<file path="config.mk">
export PLATFORM = sky130hd
export DESIGN_NAME = if_fetch_stage
export DESIGN_NICKNAME = d
export VERILOG_FILES = /design/src/rtl/if_pkg.sv /design/src/rtl/if_fetch_stage_hold_buffer.sv /design/src/rtl/if_fetch_stage.sv
export SDC_FILE = /design/constraint.sdc
export NUM_CORES = 1
export LEC_CHECK = 0
export BUFFER_PORTS_ARGS = -buffer_cell sky130_fd_sc_hd__buf_2
export CAP_MARGIN = 10
export CORE_UTILIZATION = 40
export CTS_CLUSTER_SIZE = 28
export DETAILED_ROUTE_END_ITERATION = 8
export GPL_TIMING_DRIVEN = 0
export PLACE_DENSITY_LB_ADDON = 0.15
export SLEW_MARGIN = 20
export SYNTH_ARGS = -nofsm -noshare
export SYNTH_HDL_FRONTEND = slang
export SYNTH_SLANG_ARGS = --single-unit
</file>
<file path="constraint.sdc">
create_clock -name clk -period 9.1 [get_ports clk]
set_input_delay 0.455 -clock clk [delete_from_list [all_inputs] [get_ports clk]]
set_output_delay 0.455 -clock clk [all_outputs]
set_load 0.01 [all_outputs]
</file>
<file path="src/rtl/if_pkg.sv">
// Shared types and constants for the instruction-fetch stage.
// Each fetched 32-bit word carries two 16-bit instructions:
// [31:16] is group 2 and [15:0] is group 1.
package if_pkg;

    // Fetch controller states. The 2-bit encoding is visible on the debug port.
    typedef enum logic [1:0] {
        S_IDLE = 2'd0,  // one settling cycle after reset release
        S_WAIT = 2'd1,  // request outstanding at pc
        S_HOLD = 2'd2,  // word captured while decode was stalled
        S_DROP = 2'd3   // finishing a request made obsolete by a redirect
    } state_t;

    // Word driven into IF/ID for bubbles and flushes.
    localparam logic [31:0] NOP_WORD_DEFAULT = 32'h0000_0000;

    // Byte distance between consecutive fetch words.
    localparam int unsigned PC_INC = 4;

    // The memory request is active in every state that has a transfer in flight.
    function automatic logic is_fetching(input state_t s);
        return (s == S_WAIT) || (s == S_DROP);
    endfunction

endpackage

</file>
<file path="src/rtl/if_fetch_stage_hold_buffer.sv">
// One-entry skid buffer for a fetched word and its address.
// It fills when memory completes a read while the pipeline is stalled,
// so the word is not lost and the request does not need to be repeated.
module if_hold_buffer
    import if_pkg::*;
#(
    parameter int unsigned PC_W = 16
) (
    input  logic            clk,
    input  logic            reset,
    input  logic            load,
    input  logic            clear,
    input  logic [31:0]     data_in,
    input  logic [PC_W-1:0] addr_in,
    output logic [31:0]     data_out,
    output logic [PC_W-1:0] addr_out,
    output logic            valid
);

    // Capture on load; clear wins so a redirect always discards the stored word.
    always_ff @(posedge clk or posedge reset) begin
        if (reset) begin
            data_out <= NOP_WORD_DEFAULT;
            addr_out <= '0;
            valid    <= 1'b0;
        end else if (clear) begin
            valid    <= 1'b0;
        end else if (load) begin
            data_out <= data_in;
            addr_out <= addr_in;
            valid    <= 1'b1;
        end
    end

endmodule

</file>
<file path="src/rtl/if_fetch_stage.sv">
// Instruction-fetch stage and IF/ID pipeline register.
// Fetches one aligned 32-bit word per request, honours PCWrite/IFWrite
// stalls from hazard detection and redirect/flush from branch resolution.
//
// Memory handshake: imem_req is a request-valid, imem_ack is a one-cycle
// completion strobe. Once imem_req rises, imem_addr is held stable until
// (and including) the cycle in which imem_ack is seen; a transfer completes
// in the cycle where imem_req & imem_ack are both high. A redirect that
// arrives mid-request therefore finishes the old request in S_DROP and
// throws its data away before the new address is presented.
module if_fetch_stage
    import if_pkg::*;
#(
    parameter int unsigned      PC_W     = 16,
    parameter logic [PC_W-1:0]  RESET_PC = '0,
    parameter logic [31:0]      NOP_WORD = NOP_WORD_DEFAULT
) (
    input  logic            clk,
    input  logic            reset,
    input  logic            PCWrite,
    input  logic            IFWrite,
    input  logic            br_taken,
    input  logic [PC_W-1:0] br_target,
    output logic            imem_req,
    output logic [PC_W-1:0] imem_addr,
    input  logic            imem_ack,
    input  logic [31:0]     imem_rdata,
    output logic [31:0]     IFID_instr,
    output logic [PC_W-1:0] IFID_pc,
    output logic            IFID_valid,
    output state_t          fsm_state
);

    // Clears the two byte-offset bits so every fetch address is word aligned.
    localparam logic [PC_W-1:0] ALIGN_MASK = ~PC_W'(3);

    state_t          state;
    state_t          state_next;
    logic [PC_W-1:0] pc;
    logic [PC_W-1:0] pc_next;
    logic [PC_W-1:0] pc_inc;
    logic [PC_W-1:0] stale_addr;
    logic [PC_W-1:0] target_aligned;

    logic            adv;
    logic            ack_wait;
    logic            word_avail;
    logic [31:0]     word_data;
    logic [PC_W-1:0] word_pc;

    logic            buf_load;
    logic            buf_clear;
    logic [31:0]     buf_data;
    logic [PC_W-1:0] buf_addr;
    logic            buf_valid;

    // A split PCWrite/IFWrite is treated as a full stall; hazard detection should never produce it.
    assert property (@(posedge clk) disable iff (reset) PCWrite == IFWrite);

    // Shared qualifiers for the FSM, PC and IF/ID logic.
    always_comb begin
        adv            = PCWrite & IFWrite;
        ack_wait       = (state == S_WAIT) & imem_ack;
        word_avail     = ack_wait | ((state == S_HOLD) & buf_valid);
        word_data      = (state == S_HOLD) ? buf_data : imem_rdata;
        word_pc        = (state == S_HOLD) ? buf_addr : pc;
        target_aligned = br_target & ALIGN_MASK;
        pc_inc         = pc + PC_W'(PC_INC);
        buf_load       = ack_wait & ~adv & ~br_taken;
        buf_clear      = (state == S_HOLD) & (br_taken | adv);
    end

    // State register.
    always_ff @(posedge clk or posedge reset) begin
        if (reset) begin
            state <= S_IDLE;
        end else begin
            state <= state_next;
        end
    end

    // Next-state logic.
    always_comb begin
        state_next = state;
        unique case (state)
            S_IDLE: begin
                state_next = S_WAIT;
            end
            S_WAIT: begin
                if (br_taken) begin
                    // With ack in the same cycle the request is already complete,
                    // so the new target can be requested directly.
                    state_next = imem_ack ? S_WAIT : S_DROP;
                end else if (imem_ack && !adv) begin
                    state_next = S_HOLD;
                end
            end
            S_HOLD: begin
                if (br_taken || adv) begin
                    state_next = S_WAIT;
                end
            end
            S_DROP: begin
                if (imem_ack) begin
                    state_next = S_WAIT;
                end
            end
            default: state_next = S_IDLE;
        endcase
    end

    // Memory interface outputs depend on state only, so the address cannot glitch mid-request.
    always_comb begin
        imem_req  = is_fetching(state);
        imem_addr = (state == S_DROP) ? stale_addr : pc;
        fsm_state = state;
    end

    // PC update: a redirect always wins, otherwise advance when a word is consumed.
    always_comb begin
        pc_next = pc;
        if (br_taken) begin
            pc_next = target_aligned;
        end else if (word_avail && adv) begin
            pc_next = pc_inc;
        end
    end

    // PC register.
    always_ff @(posedge clk or posedge reset) begin
        if (reset) begin
            pc <= RESET_PC;
        end else begin
            pc <= pc_next;
        end
    end

    // Remember the address of a request interrupted by a redirect so it can be completed unchanged.
    always_ff @(posedge clk or posedge reset) begin
        if (reset) begin
            stale_addr <= '0;
        end else if ((state == S_WAIT) && br_taken && !imem_ack) begin
            stale_addr <= pc;
        end
    end

    // Skid buffer for words that arrive during a stall.
    if_hold_buffer #(
        .PC_W (PC_W)
    ) u_hold_buffer (
        .clk      (clk),
        .reset    (reset),
        .load     (buf_load),
        .clear    (buf_clear),
        .data_in  (imem_rdata),
        .addr_in  (pc),
        .data_out (buf_data),
        .addr_out (buf_addr),
        .valid    (buf_valid)
    );

    // IF/ID register: flush beats stall, stall holds, otherwise load a word or insert a bubble.
    always_ff @(posedge clk or posedge reset) begin
        if (reset) begin
            IFID_instr <= NOP_WORD;
            IFID_pc    <= '0;
            IFID_valid <= 1'b0;
        end else if (br_taken) begin
            IFID_instr <= NOP_WORD;
            IFID_valid <= 1'b0;
        end else if (!IFWrite) begin
            IFID_instr <= IFID_instr;
            IFID_pc    <= IFID_pc;
            IFID_valid <= IFID_valid;
        end else if (word_avail && adv) begin
            IFID_instr <= word_data;
            IFID_pc    <= word_pc;
            IFID_valid <= 1'b1;
        end else begin
            IFID_instr <= NOP_WORD;
            IFID_valid <= 1'b0;
        end
    end

endmodule

</file>
Word level (Yosys, flattened, before mapping)
Cells that the tools add are included.
{"block": "op_classes", "add_sub_neg": 1, "eq_ne": 6, "n_mux": 19, "bitwise_logic": 11, "n_reduce_logical": 15}
{"op": "$mux 32", "n": 4}
{"op": "$mux 16", "n": 4}
{"op": "$add 16x3->16 const B", "n": 1}
{"op": "$mux 2", "n": 5}
{"op": "$pmux 2 s4", "n": 1}
{"op": "$and 1x1->1", "n": 6}
{"op": "$reduce_and 3->1", "n": 2}
{"op": "$reduce_bool 2->1", "n": 3}
{"op": "$mux 1", "n": 5}
{"op": "$eq 2x2->1 const B", "n": 2}
{"op": "$logic_and 1x1->1", "n": 4}
{"op": "$ne 3x3->1 const B", "n": 1}
{"op": "$not 1->1", "n": 3}
{"op": "$eq 2x1->1 const B", "n": 1}
{"op": "$logic_not 1->1", "n": 2}
{"op": "$logic_not 2->1", "n": 1}
{"op": "$logic_or 1x1->1", "n": 2}
{"op": "$ne 2x1->1 const B", "n": 1}
{"op": "$ne 2x2->1 const B", "n": 1}
{"op": "$or 1x1->1", "n": 2}
{"op": "$reduce_and 2->1", "n": 1}
{"block": "word_totals", "ff_bits": 132, "in_bits": 54, "output_inout_bits": 68, "word_cells": 61}

Longest topological paths before layout
{"block": "logic_depth", "depth_word": 7, "depth_mapped": 7, "depth_no_buf": 5}

Cells and area by module
A second synthesis with hierarchy kept.
{"block": "hier_totals", "hier_cells": 484, "hier_area_um2": 5854.4}
{"module": "if_fetch_stage", "n_inst": 1, "cells_each": 378, "area_each_um2": 3921.3, "seq_area_each_um2": 1976.9}
{"module": "if_hold_buffer", "n_inst": 1, "cells_each": 106, "area_each_um2": 1933.1, "seq_area_each_um2": 1226.2}

Least setup slack after synthesis
Ideal clock, no wire load.
{"block": "synth_path", "path_type": "flip-flop to output port", "start": "reg state[0], in the netlist fsm_state[0]", "end": "out imem_addr[10]", "t_arrival_ns": 1.484, "required_time_ns": 8.645, "setup_slack_ns": 7.161, "path_stages_with_launch": 5, "n_path_buf": 2, "path_cell_list": "dfrtp_1 > clkbuf_2 > nand2_1 > buf_1 > mux2_2"}
{"block": "synth_between", "elab_chain_len": 2}
{"element": "start: declaration", "line": "if_fetch_stage.sv:37", "source": "state_t state;"}
{"element": "start signal: assignment", "line": "if_fetch_stage.sv:78", "source": "state <= state_next;"}
{"element": "$eq 2x2->1", "line": "if_fetch_stage.sv:115", "source": "imem_addr = (state == S_DROP) ? stale_addr : pc;"}
{"element": "$mux 16", "line": "if_fetch_stage.sv:115"}
{"element": "end: declaration", "line": "if_fetch_stage.sv:25", "source": "output logic [PC_W-1:0] imem_addr,"}
No other way between the ends.

Final worst setup path
{"block": "layout_path", "start": "reg state[0], in the netlist fsm_state[0]", "end": "out imem_addr[13]"}
Same word-level chain as after synthesis.

==> run metrics <==
Num CTS Buffers 17; Clock Path Buffers 2; FILL cells 1262; area post-placement 0.006455 mm2; Peak VDD IR 0.0001095 V; core area 0.01345 mm2; status complete, no violations; Max Clk Rate 364.8 MHz; DR WL/cell 15.78 um; synthesized flop and latch total 124; post-synth design cell area 0.005613 mm2; FP Rows 42; DR vias 3985; synthesis warning total 0; WP data required 8.65 ns; Area growth, synth to finish 24.59%; drt first-iter violations 198; FF-to-FF setup slack 7.01 ns; Slew Limit Fails 0; initial antenna violation count 0; register area share after synthesis 0.5528; Routed Antenna Nets 0; relative slew slack 0.5717; Synth top area share 0.5528; Gates resized, CTS repair 0; routability cong. 0.8149; area leader, netlist dfrtp_1; CTS Sinks 124; DRC errors left 0; port bufs 115; multi-input logic area 0.002325 mm2; Root Driver clkbuf_16; RSZ-0062 raised after global routing false; Final Hold Fails 0; hpwl dp 8.875 mm; Worst Max-Slew Pin Slew 0.6408 ns; Post-synth EDFFs 0; kind of start point of the critical path flip-flop; CTS Hold Bufs 0; post-DR vias/cell 5.013; kind of critical path flip-flop to primary output; post-synthesis cell type count 44; # IOs 122; clk_lat worst skew 0.42 ns; Routed WL 12.55 mm; async set-reset flop share out of synthesis 1.000; register area 0.003103 mm2; pin count of the biggest net entering global routing 64; hold_ws 0.06327 ns; crit-path max FO 10; vias in the first global route 3985; Fin Clk Skew 0.005652 ns; fin crit period 2.741 ns; htree depth 4; synth top area cells dfrtp_1, mux2_2, mux2i_1; PD cells 239.1 mW/mm2; crit share post-route 0.3013; 1st-pass router iterations 4; die area 0.01451 mm2; die height 120.5 um; Avg Synthesized Cell Area 11.89 um2; Clock transition at path regs 0.05 ns; final core occ 0.5198; final setup violation count 0; Starting Density 0.4172; Setup Fix Bufs, Post-CTS 0; share of cells above drive strength 1 0.3893; design area 0.006993 mm2; setup TNS 0 ns; Antenna Cells 0; most frequently used flop master after synthesis dfrtp_1; GRT Total Usage 0.1846; crit end category primary output; die span in x 120.5 um; max-cap viol count 0; Hold Crit Class input pin to async pin; first-pass GRT wire length 20.33 mm; remaining global-route overflow 0; CTS tree built; post-layout net count 665; critical path arrival 2.29 ns; synthesized instance count 472; P_leak 3.527 nW
[per-layer routing]
layer	global-route usage	routed length [um]	vias to the layer above
met3	0.05236	628	18
met2	0.2902	5933	107
met1	0.2430	5800	1931
li1	-	-	1929
met5	0	0	-
met4	0.06636	184	0
[layout make-up]
| class | instances | area share |
|---|---|---|
| clock buffer | 27 | 0.07622 |
| clock inverter | 1 | 0.0007157 |
| timing repair buffer | 116 | 0.08624 |
| buffer | 36 | 0.02594 |
| sequential | 124 | 0.4437 |
| inverter | 4 | 0.003221 |
| tap | 176 | 0.03149 |
| multi-input combinational | 311 | 0.3324 |
[Yosys cell counts (2+ instances only)]
cell       number
clkbuf_1       15
a211oi_1        3
o21ai_0        52
buf_2          12
buf_4           6
nand2b_1        2
nand4_1         2
nand2_1        66
a21bo_2         2
dfrtp_1       124
mux2_2         73
nor3_1          2
o31ai_1         3
a31oi_1         5
o21ai_1         2
mux2i_1        49
a2111oi_0       2
nor2_1          8
inv_1           4
or3_1           2
a21oi_1         3
xnor2_1         6
or4_1           3
nand3_1         5
nand3b_4        2
[path summary, 6_finish.rpt]
path	start	endpoint	depth (start not counted)
max	fsm_state[0]	imem_addr[13]	5
min	reset	IFID_instr[20]	2
max reg2reg	fsm_state[0]	u_hold_buffer.data_out[0]	7
min reg2reg	IFID_instr[5]	IFID_instr[5]	2
max in group asynchronous	reset	IFID_pc[10]	3
min in group clk	br_target[2]	pc[2]	3
[worst max-delay path, stage by stage (launching register included)]
cell and delay (ns):
dfrtp_1 0.40, clkbuf_2 0.21, nand2_1 0.24, buf_1 0.48, mux2_2 0.40, buf_2 0.14
[through the flow]
| step | total power [mW] | worst slack (ns) | cells |
|---|---|---|---|
| 6_report | 1.672 | 6.359 | 795 |
| 5_1_grt | 1.760 | 6.223 | 795 |
| 4_1_cts | 1.694 | 6.317 | 795 |
| 3_5_place_dp | 1.074 | 6.773 | 767 |
| 3_3_place_gp | 1.057 | 3.798 | 766 |
| 2_1_floorplan | 0.9606 | 5.346 | 475 |
[layout by cell type (no fill, tap or decap), types with 5 or more instances in the layout]
cell type / synthesis / routed
buf_2: 12 / 127
dfrtp_1: 124 / 124
mux2_2: 73 / 73
nand2_1: 66 / 66
o21ai_0: 52 / 52
mux2i_1: 49 / 49
clkbuf_1: 15 / 18
clkbuf_16: 0 / 17
nor2_1: 8 / 8
clkbuf_8: 0 / 7
buf_4: 6 / 6
xnor2_1: 6 / 6
nand3_1: 5 / 5
a31oi_1: 5 / 5
[power by group]
| part | internal, mW | switching, mW |
|---|---|---|
| Sequential | 0.680 | 0.0690 |
| Clock | 0.392 | 0.220 |
| Combinational | 0.168 | 0.142 |
[sequential cells by signal (all words and copies together) (netlist names)]
name / count
IFID_instr: 32
IFID_pc: 14
IFID_valid: 1
fsm_state: 2
pc: 14
stale_addr: 14
u_hold_buffer.addr_out: 14
u_hold_buffer.data_out: 32
u_hold_buffer.valid: 1
[logic make-up (layout without fill, tap and decap cells)]
family,after synthesis,count (layout),synth area share
muxes,123,123,0.2358
and+or+nand+nor,98,98,0.08293
AOI/OAI and AO/OA,79,79,0.08114
DFF,124,124,0.5528
xor gates and xnor gates,6,6,0.009362
buffers and inverters,40,184,0.03499
other,1,4,0.0006681
adders and majority gates,1,1,0.002229
(Power assumes the default switching activity.)
